<file path="src/rtl/deskew_rx_pkg.sv">
// Shared defaults and state encoding for the multi-lane receive deskew stage.
package deskew_rx_pkg;

  localparam int LANE_N_DFLT  = 4;
  localparam int BLOCK_W_DFLT = 66;
  localparam int SKEW_N_DFLT  = 8;

  typedef enum logic [2:0] {
    IDLE    = 3'b001,
    WAIT_AM = 3'b010,
    ALIGNED = 3'b100
  } state_t;

endpackage

</file>
<file path="src/rtl/deskew_fifo_rx.sv">
// Single-lane register FIFO: externally managed write pointer, shared read pointer.
module deskew_fifo_rx
  import deskew_rx_pkg::*;
#(
  parameter int BLOCK_W = BLOCK_W_DFLT,
  parameter int SKEW_N  = SKEW_N_DFLT,
  parameter int PTR_W   = $clog2(SKEW_N_DFLT)
) (
  input  logic               clk,
  input  logic               wr_en,
  input  logic [PTR_W-1:0]   wr_ptr,
  input  logic [BLOCK_W:0]   wr_data,
  input  logic [PTR_W-1:0]   rd_ptr,
  output logic [BLOCK_W:0]   rd_data
);

  // Storage is deliberately not reset; the controller never reads an unwritten slot.
  logic [BLOCK_W:0] mem [SKEW_N];

  always_ff @(posedge clk) begin
    if (wr_en) mem[wr_ptr] <= wr_data;
  end

  assign rd_data = mem[rd_ptr];

endmodule

</file>
<file path="src/rtl/deskew_rx.sv">
// Lane deskew: buffers each lane from its alignment marker on, then reads all lanes in lockstep.
//
// state   | meaning
// IDLE    | not all lanes locked; nothing buffered
// WAIT_AM | lanes locked; each lane buffers from its first AM until every lane has one
// ALIGNED | common read pointer releases one aligned block per lane per valid cycle
module deskew_rx
  import deskew_rx_pkg::*;
#(
  parameter int LANE_N  = LANE_N_DFLT,
  parameter int BLOCK_W = BLOCK_W_DFLT,
  parameter int SKEW_N  = SKEW_N_DFLT
) (
  input  logic                      clk,
  input  logic                      reset,
  input  logic                      valid_i,
  input  logic [LANE_N-1:0]         lock_v_i,
  input  logic [LANE_N-1:0]         am_v_i,
  input  logic [LANE_N*BLOCK_W-1:0] block_i,
  output logic                      valid_o,
  output logic [LANE_N*BLOCK_W-1:0] block_o,
  output logic                      am_o,
  output logic                      deskew_v_o
);

  localparam int PTR_W = (SKEW_N > 1) ? $clog2(SKEW_N) : 1;
  localparam logic [PTR_W-1:0] PTR_LAST = PTR_W'(SKEW_N - 1);

  state_t                       state_q;
  logic [LANE_N-1:0][PTR_W-1:0] wptr_q;
  logic [PTR_W-1:0]             rptr_q;
  logic [LANE_N-1:0]            am_seen_q;

  logic [LANE_N-1:0]            am_seen_next;
  logic [LANE_N-1:0]            wr_en;
  logic [LANE_N-1:0]            rd_am;
  logic [LANE_N-1:0][BLOCK_W:0] rd_ent;
  logic [LANE_N*BLOCK_W-1:0]    rd_block;
  logic                         lock_all;
  logic                         in_wait;
  logic                         in_aligned;
  logic                         rd_en;
  logic                         am_done;
  logic                         overflow;
  logic                         wait_fail;
  logic                         am_all;
  logic                         am_mismatch;

  function automatic logic [PTR_W-1:0] ptr_inc(input logic [PTR_W-1:0] p);
    return (p == PTR_LAST) ? '0 : p + PTR_W'(1);
  endfunction

  assign lock_all   = &lock_v_i;
  assign in_wait    = (state_q == WAIT_AM);
  assign in_aligned = (state_q == ALIGNED);
  assign rd_en      = in_aligned & valid_i;

  // While waiting, a lane starts storing at its own AM; the AM block is the first entry.
  always_comb begin
    wr_en        = '0;
    am_seen_next = am_seen_q;
    overflow     = 1'b0;
    if (in_wait) begin
      wr_en        = {LANE_N{valid_i}} & (am_seen_q | am_v_i);
      am_seen_next = am_seen_q | wr_en;
      for (int i = 0; i < LANE_N; i++) begin
        if (wr_en[i] && (wptr_q[i] == PTR_LAST)) overflow = 1'b1;
      end
    end else if (in_aligned) begin
      wr_en = {LANE_N{valid_i}};
    end
  end

  assign am_done     = &am_seen_next;
  assign wait_fail   = overflow & ~am_done;
  assign am_all      = &rd_am;
  assign am_mismatch = rd_en & (|rd_am) & ~am_all;

  for (genvar i = 0; i < LANE_N; i++) begin : g_lane
    deskew_fifo_rx #(
      .BLOCK_W (BLOCK_W),
      .SKEW_N  (SKEW_N),
      .PTR_W   (PTR_W)
    ) u_fifo (
      .clk     (clk),
      .wr_en   (wr_en[i]),
      .wr_ptr  (wptr_q[i]),
      .wr_data ({am_v_i[i], block_i[i*BLOCK_W +: BLOCK_W]}),
      .rd_ptr  (rptr_q),
      .rd_data (rd_ent[i])
    );
    assign rd_am[i]                        = rd_ent[i][BLOCK_W];
    assign rd_block[i*BLOCK_W +: BLOCK_W]  = rd_ent[i][BLOCK_W-1:0];
  end

  always_ff @(posedge clk) begin
    if (reset) begin
      state_q   <= IDLE;
      wptr_q    <= '0;
      rptr_q    <= '0;
      am_seen_q <= '0;
      valid_o   <= 1'b0;
      am_o      <= 1'b0;
      block_o   <= '0;
    end else begin
      valid_o   <= rd_en & lock_all & ~am_mismatch;
      if (rd_en) begin
        block_o <= rd_block;
        am_o    <= am_all;
        rptr_q  <= ptr_inc(rptr_q);
      end
      for (int i = 0; i < LANE_N; i++) begin
        if (wr_en[i]) wptr_q[i] <= ptr_inc(wptr_q[i]);
      end
      am_seen_q <= am_seen_next;

      // Lock loss is checked first in every busy state so it wins over completion.
      unique case (state_q)
        IDLE: begin
          if (lock_all) begin
            state_q   <= WAIT_AM;
            wptr_q    <= '0;
            am_seen_q <= '0;
          end
        end
        WAIT_AM: begin
          if (!lock_all) begin
            state_q <= IDLE;
          end else if (am_done) begin
            state_q <= ALIGNED;
            rptr_q  <= '0;
          end else if (wait_fail) begin
            state_q <= IDLE;
          end
        end
        ALIGNED: begin
          if (!lock_all || am_mismatch) state_q <= IDLE;
        end
        default: state_q <= IDLE;
      endcase
    end
  end

  assign deskew_v_o = in_aligned;

endmodule

</file>
<file path="config.mk">
export PLATFORM = sky130hd
export DESIGN_NAME = deskew_rx
export DESIGN_NICKNAME = d
export VERILOG_FILES = /design/src/rtl/deskew_rx_pkg.sv /design/src/rtl/deskew_fifo_rx.sv /design/src/rtl/deskew_rx.sv
export SDC_FILE = /design/constraint.sdc
export NUM_CORES = 2
export LEC_CHECK = 0
export CAP_MARGIN = 30
export CORE_MARGIN = 3
export CORE_UTILIZATION = 64
export CTS_CLUSTER_SIZE = 30
export DETAILED_ROUTE_END_ITERATION = 16
export PLACE_DENSITY = 0.85
export SLEW_MARGIN = 10
export SYNTH_ARGS = -nofsm -noshare
export SYNTH_HDL_FRONTEND = slang
export SYNTH_SLANG_ARGS = --single-unit
</file>
<file path="constraint.sdc">
create_clock -name clk -period 16.7 [get_ports clk]
set_clock_uncertainty 0.2 [all_clocks]
set_input_delay 1.67 -clock clk [delete_from_list [all_inputs] [get_ports clk]]
set_output_delay 1.67 -clock clk [all_outputs]
set_load 0.03 [all_outputs]
</file>
==> results by stage <==
Finish:
- The ratio of cells with drive above 1 in the final layout is 20.2%.
- The post-synthesis to final-layout area growth is 17.0%.
- The leading cell type in the layout, fill and taps excluded is sky130_fd_sc_hd__edfxtp_1.
- Leaving out fill and tap cells, the most frequent cells in the layout are 2144 x sky130_fd_sc_hd__edfxtp_1, 540 x sky130_fd_sc_hd__clkdlybuf4s50_1, 536 x sky130_fd_sc_hd__mux4_2.
- The final instance count without filler cells is 6886.
- After the last flow step, the layout net total stands at 5054.
- Cells fill 76.0% of the core in the end.

Synthesis:
- The count of yosys warnings during synthesis is 0.
- Yosys mapped a number of flops with a built-in enable equal to 2144.
- In the synthesized netlist the dominant register cell turns out to be sky130_fd_sc_hd__edfxtp_1.
- The top cell type by total area after synthesis is sky130_fd_sc_hd__edfxtp_1.
- The number of nets handed over by synthesis was 4438.
- Of all flip-flops after synthesis, the portion carrying an async set or reset was 0%.
- By area the synthesized netlist is led by sky130_fd_sc_hd__edfxtp_1 72%, sky130_fd_sc_hd__mux4_2 13%, sky130_fd_sc_hd__dfxtp_1 6.4%.
- The synthesized instance count is 4153.
- The number of distinct library cells after synthesis is 35.
- The sequential element share of the synthesized area is 78.0%.
- The cell area that synthesis handed to floorplanning was 90000 um^2.
- The flip-flop and latch count after synthesis is 2432.
- The proportion of netlist area held by the largest area contributor is 71.6%.
- Dividing the synthesized area by the synthesized cell count gives 21.7 um^2.

Clock network:
- The maximum clock insertion buffer count is 3.
- In this run the post-CTS setup repair buffer count came out at 0.
- The clock slew seen by the registers of the worst setup and hold paths is 60 ps.
- The number of buffers created by CTS is 223.
- The number of gates resized after CTS was 0.
- The clock tree synthesis step divided the H-tree into 4 levels.
- The clock root buffer is sky130_fd_sc_hd__clkbuf_16.
- The TritonCTS sink count is 2432.
- The insertion delay of the later-clocked pin in the worst-skew pair is 810 ps.
- The hold-fix buffer count after cts is 0.
- TritonCTS built the clock tree.

Timing:
- The total negative slack is 0 ps.
- The smallest setup slack after layout is 10840 ps.
- Setup violations remaining at the end of the flow were counted as 0.
- Setup repair after global routing left no endpoint under its margin.
- The final cycle utilization of the critical path is 35.1%.
- The worst slew margin relative to its limit is 15.6%.
- The slew of the pin with the lowest slew margin is 1270 ps.
- The hold violation count in the final report is 0.
- The max-slew violation count is 0.
- The smallest clock period supported by the final layout is computed as 5860 ps.
- Timing would allow up to 0.171 GHz.

Floorplanning:
- The area enclosed by the die boundary is 145000 um^2.
- The total number of placement rows is 136.
- In this run the vertical extent of the chip is 381 um.
- The placeable core area is 139000 um^2.
- 542 I/O pins were placed.
- The chip width is 381 um.
- Once the floorplan was initialized, standard cells occupied 64.9% of the core.

Outcome:
- The flow ran to the end, and the final reports show no timing, DRC or antenna violations.

Setup path:
- STA classifies the critical path endpoint as a flip-flop.
- The endpoint identified for the worst register-to-register timing path is block_o[22].
- The largest stage delay on the critical path is 870 ps.
- Across all register-to-register paths, the minimum setup slack is 11960 ps.
- The worst flop-to-flop path startpoint is state_q[2].
- The element type at the critical path start is a primary input.
- The number of buffers and inverters on the critical path is 4.
- In this design, the critical path's most frequently occurring cell is sky130_fd_sc_hd__buf_4.
- The maximum net fanout on the critical path is 235.
- The number of gates on the worst path with buffers counted is 7.
- For the worst setup path, the data required time is 17220 ps.
- In this run the worst setup path terminates at block_o[22].
- The cell family contributing the most delay on the critical path is buffers and inverters.
- The type of the worst setup path is primary input to flip-flop.
- The worst register-to-register path has a depth of 7.
- The critical path starts at valid_i.
- Traced cell by cell, the critical path runs through clkdlybuf4s50_1 > and2_4 > buf_12 > buf_4 > buf_4 > nor2_1 > a211oi_1.
- Among all stages on the critical path, the largest delay is contributed by sky130_fd_sc_hd__buf_4.
- The endpoint arrival time on the critical path is 6370 ps.

Place:
- In this run, placement finished with an instance count of 6404.
- The placement-stage worst setup slack is 10030 ps.
- Input and output buffers added on the ports amount to 541.
- The routability congestion estimate is 0.744.
- After legalization and detailed placement, the total HPWL measured 108000 um.

Power:
- IR analysis of the VDD net gives a maximum drop of 0.123 mV.
- The total chip power is 11.9 mW.
- The analysis attributes to cell leakage a power of 31.5 nW.
- Dividing total power by cell area gives a power density of 113 nW/um^2.

Global route:
- Global routing used 28.5% of the available tracks across all layers.
- The number of global-route vias before repair is 46600.
- The wire length of the first global-routing pass is 307000 um.
- The residual overflow from global routing is 0.
- The initial antenna violation count came to 68.
- The pin count of the biggest net entering global routing is 236.

Detailed routing:
- The number of nets still failing antenna checks after routing is 0.
- The routed length per placed instance is 30.2 um.
- The number of DRC markers in iteration 0 is 4876.
- The via density per instance is 6.46.
- The detailed-route wire length is 208000 um.
- Across all layers, the routed design uses 44500 vias.
- The number of remaining DRC errors is 0.
- The count of TritonRoute iterations in the first routing pass is 5.

Job:
- The tool flagged a number of max-cap violations equal to 0.

Hold path:
- The type of the worst min-delay path is flip-flop to flip-flop.
- The hold path depth is 2.
## cell usage after synthesis (2+ instances only)
cell type                  number
sky130_fd_sc_hd__nand2b_1       8
sky130_fd_sc_hd__a21oi_1       10
sky130_fd_sc_hd__o21ai_0        5
sky130_fd_sc_hd__o21ai_1        4
sky130_fd_sc_hd__o211ai_1       4
sky130_fd_sc_hd__buf_1         27
sky130_fd_sc_hd__nor4_1         6
sky130_fd_sc_hd__buf_4         58
sky130_fd_sc_hd__buf_6          2
sky130_fd_sc_hd__nor2_1       298
sky130_fd_sc_hd__buf_2         41
sky130_fd_sc_hd__nor3_1        20
sky130_fd_sc_hd__nand4_1        2
sky130_fd_sc_hd__nor3b_1        2
sky130_fd_sc_hd__and2_1         2
sky130_fd_sc_hd__dfxtp_1      288
sky130_fd_sc_hd__and4_1         2
sky130_fd_sc_hd__a211oi_1     265
sky130_fd_sc_hd__mux2i_1      278
sky130_fd_sc_hd__ha_1          10
sky130_fd_sc_hd__a21o_1         2
sky130_fd_sc_hd__clkbuf_1     113
sky130_fd_sc_hd__nand2_1       13
sky130_fd_sc_hd__or3_1          4
sky130_fd_sc_hd__mux4_2       536
sky130_fd_sc_hd__edfxtp_1    2144
## worst min-delay path, delay by kind of cell, from the launching register on
kind / cells / cell delay (ps)
and+or+nand+nor: 1 / 90
DFF: 1 / 310
AOI/OAI and AO/OA: 1 / 50
## worst min path at each step
stage	start	endpoint	slack, ps
final	block_o[214]	block_o[214]	300
after global routing	block_o[187]	block_o[187]	320
after CTS	block_o[215]	block_o[215]	300
after detailed placement	block_o[215]	block_o[215]	290
after global placement	block_o[259]	block_o[259]	280
after floorplan	am_seen_q[3]	am_seen_q[3]	280
## layout make-up
type,count,area [um^2]
clock buffer,302,6180
tap,1863,2330
fill,7010,33200
inverter,1,3.75
sequential,2432,70200
clock inverter,117,1250
timing repair buffer,633,6410
multi-input combinational,1478,18800
antenna,60,150
## cells by family after synthesis
group | count (synthesis) | share of synthesized area [%]
multiplexers | 814 | 16.5
adder cells (fa/ha/maj) | 10 | 0.139
buffers and inverters | 243 | 1.33
AO/OA/AOI/OAI | 294 | 2.41
flip-flops | 2432 | 78.0
AND/OR/NAND/NOR | 360 | 1.63
## metal layers
| metal | vias to the layer above | part of all wire, % | GRT usage, % |
|---|---|---|---|
| met2 | 2298 | 51 | 46.4 |
| met3 | 445 | 8.2 | 5.67 |
| li1 | 18500 | - | - |
| met1 | 23200 | 37 | 38.3 |
| met5 | - | 0.047 | 0 |
| met4 | 16 | 4.0 | 12.4 |
## sequential cells by signal, summed over array words and instances, names as in the netlist
| name | flops |
|---|---|
| am_o | 1 |
| g_lane.u_fifo.mem | 2144 |
| rptr_q | 3 |
| valid_o | 1 |
| block_o | 264 |
| state_q | 3 |
| am_seen_q | 4 |
| wptr_q | 12 |
## where the power goes
part	switching [mW]	leakage, nW	total [mW]	internal (mW)
clock	2.21	3.62	5.14	2.93
sequential	0.00213	21.6	6.61	6.61
combinational	0.0925	6.30	0.157	0.0645
total	2.30	31.5	11.9	9.60
## per-stage QoR
| step | hold slack (ps) | area [um^2] |
|---|---|---|
| 2_1_floorplan | 282 | 90000 |
| 4_1_cts | 299 | 105000 |
| 3_5_place_dp | 290 | 97600 |
| 3_3_place_gp | 283 | 97400 |
| 5_1_grt | 318 | 105000 |
| 6_report | 297 | 105000 |
Power figures use the tool's default switching activity.
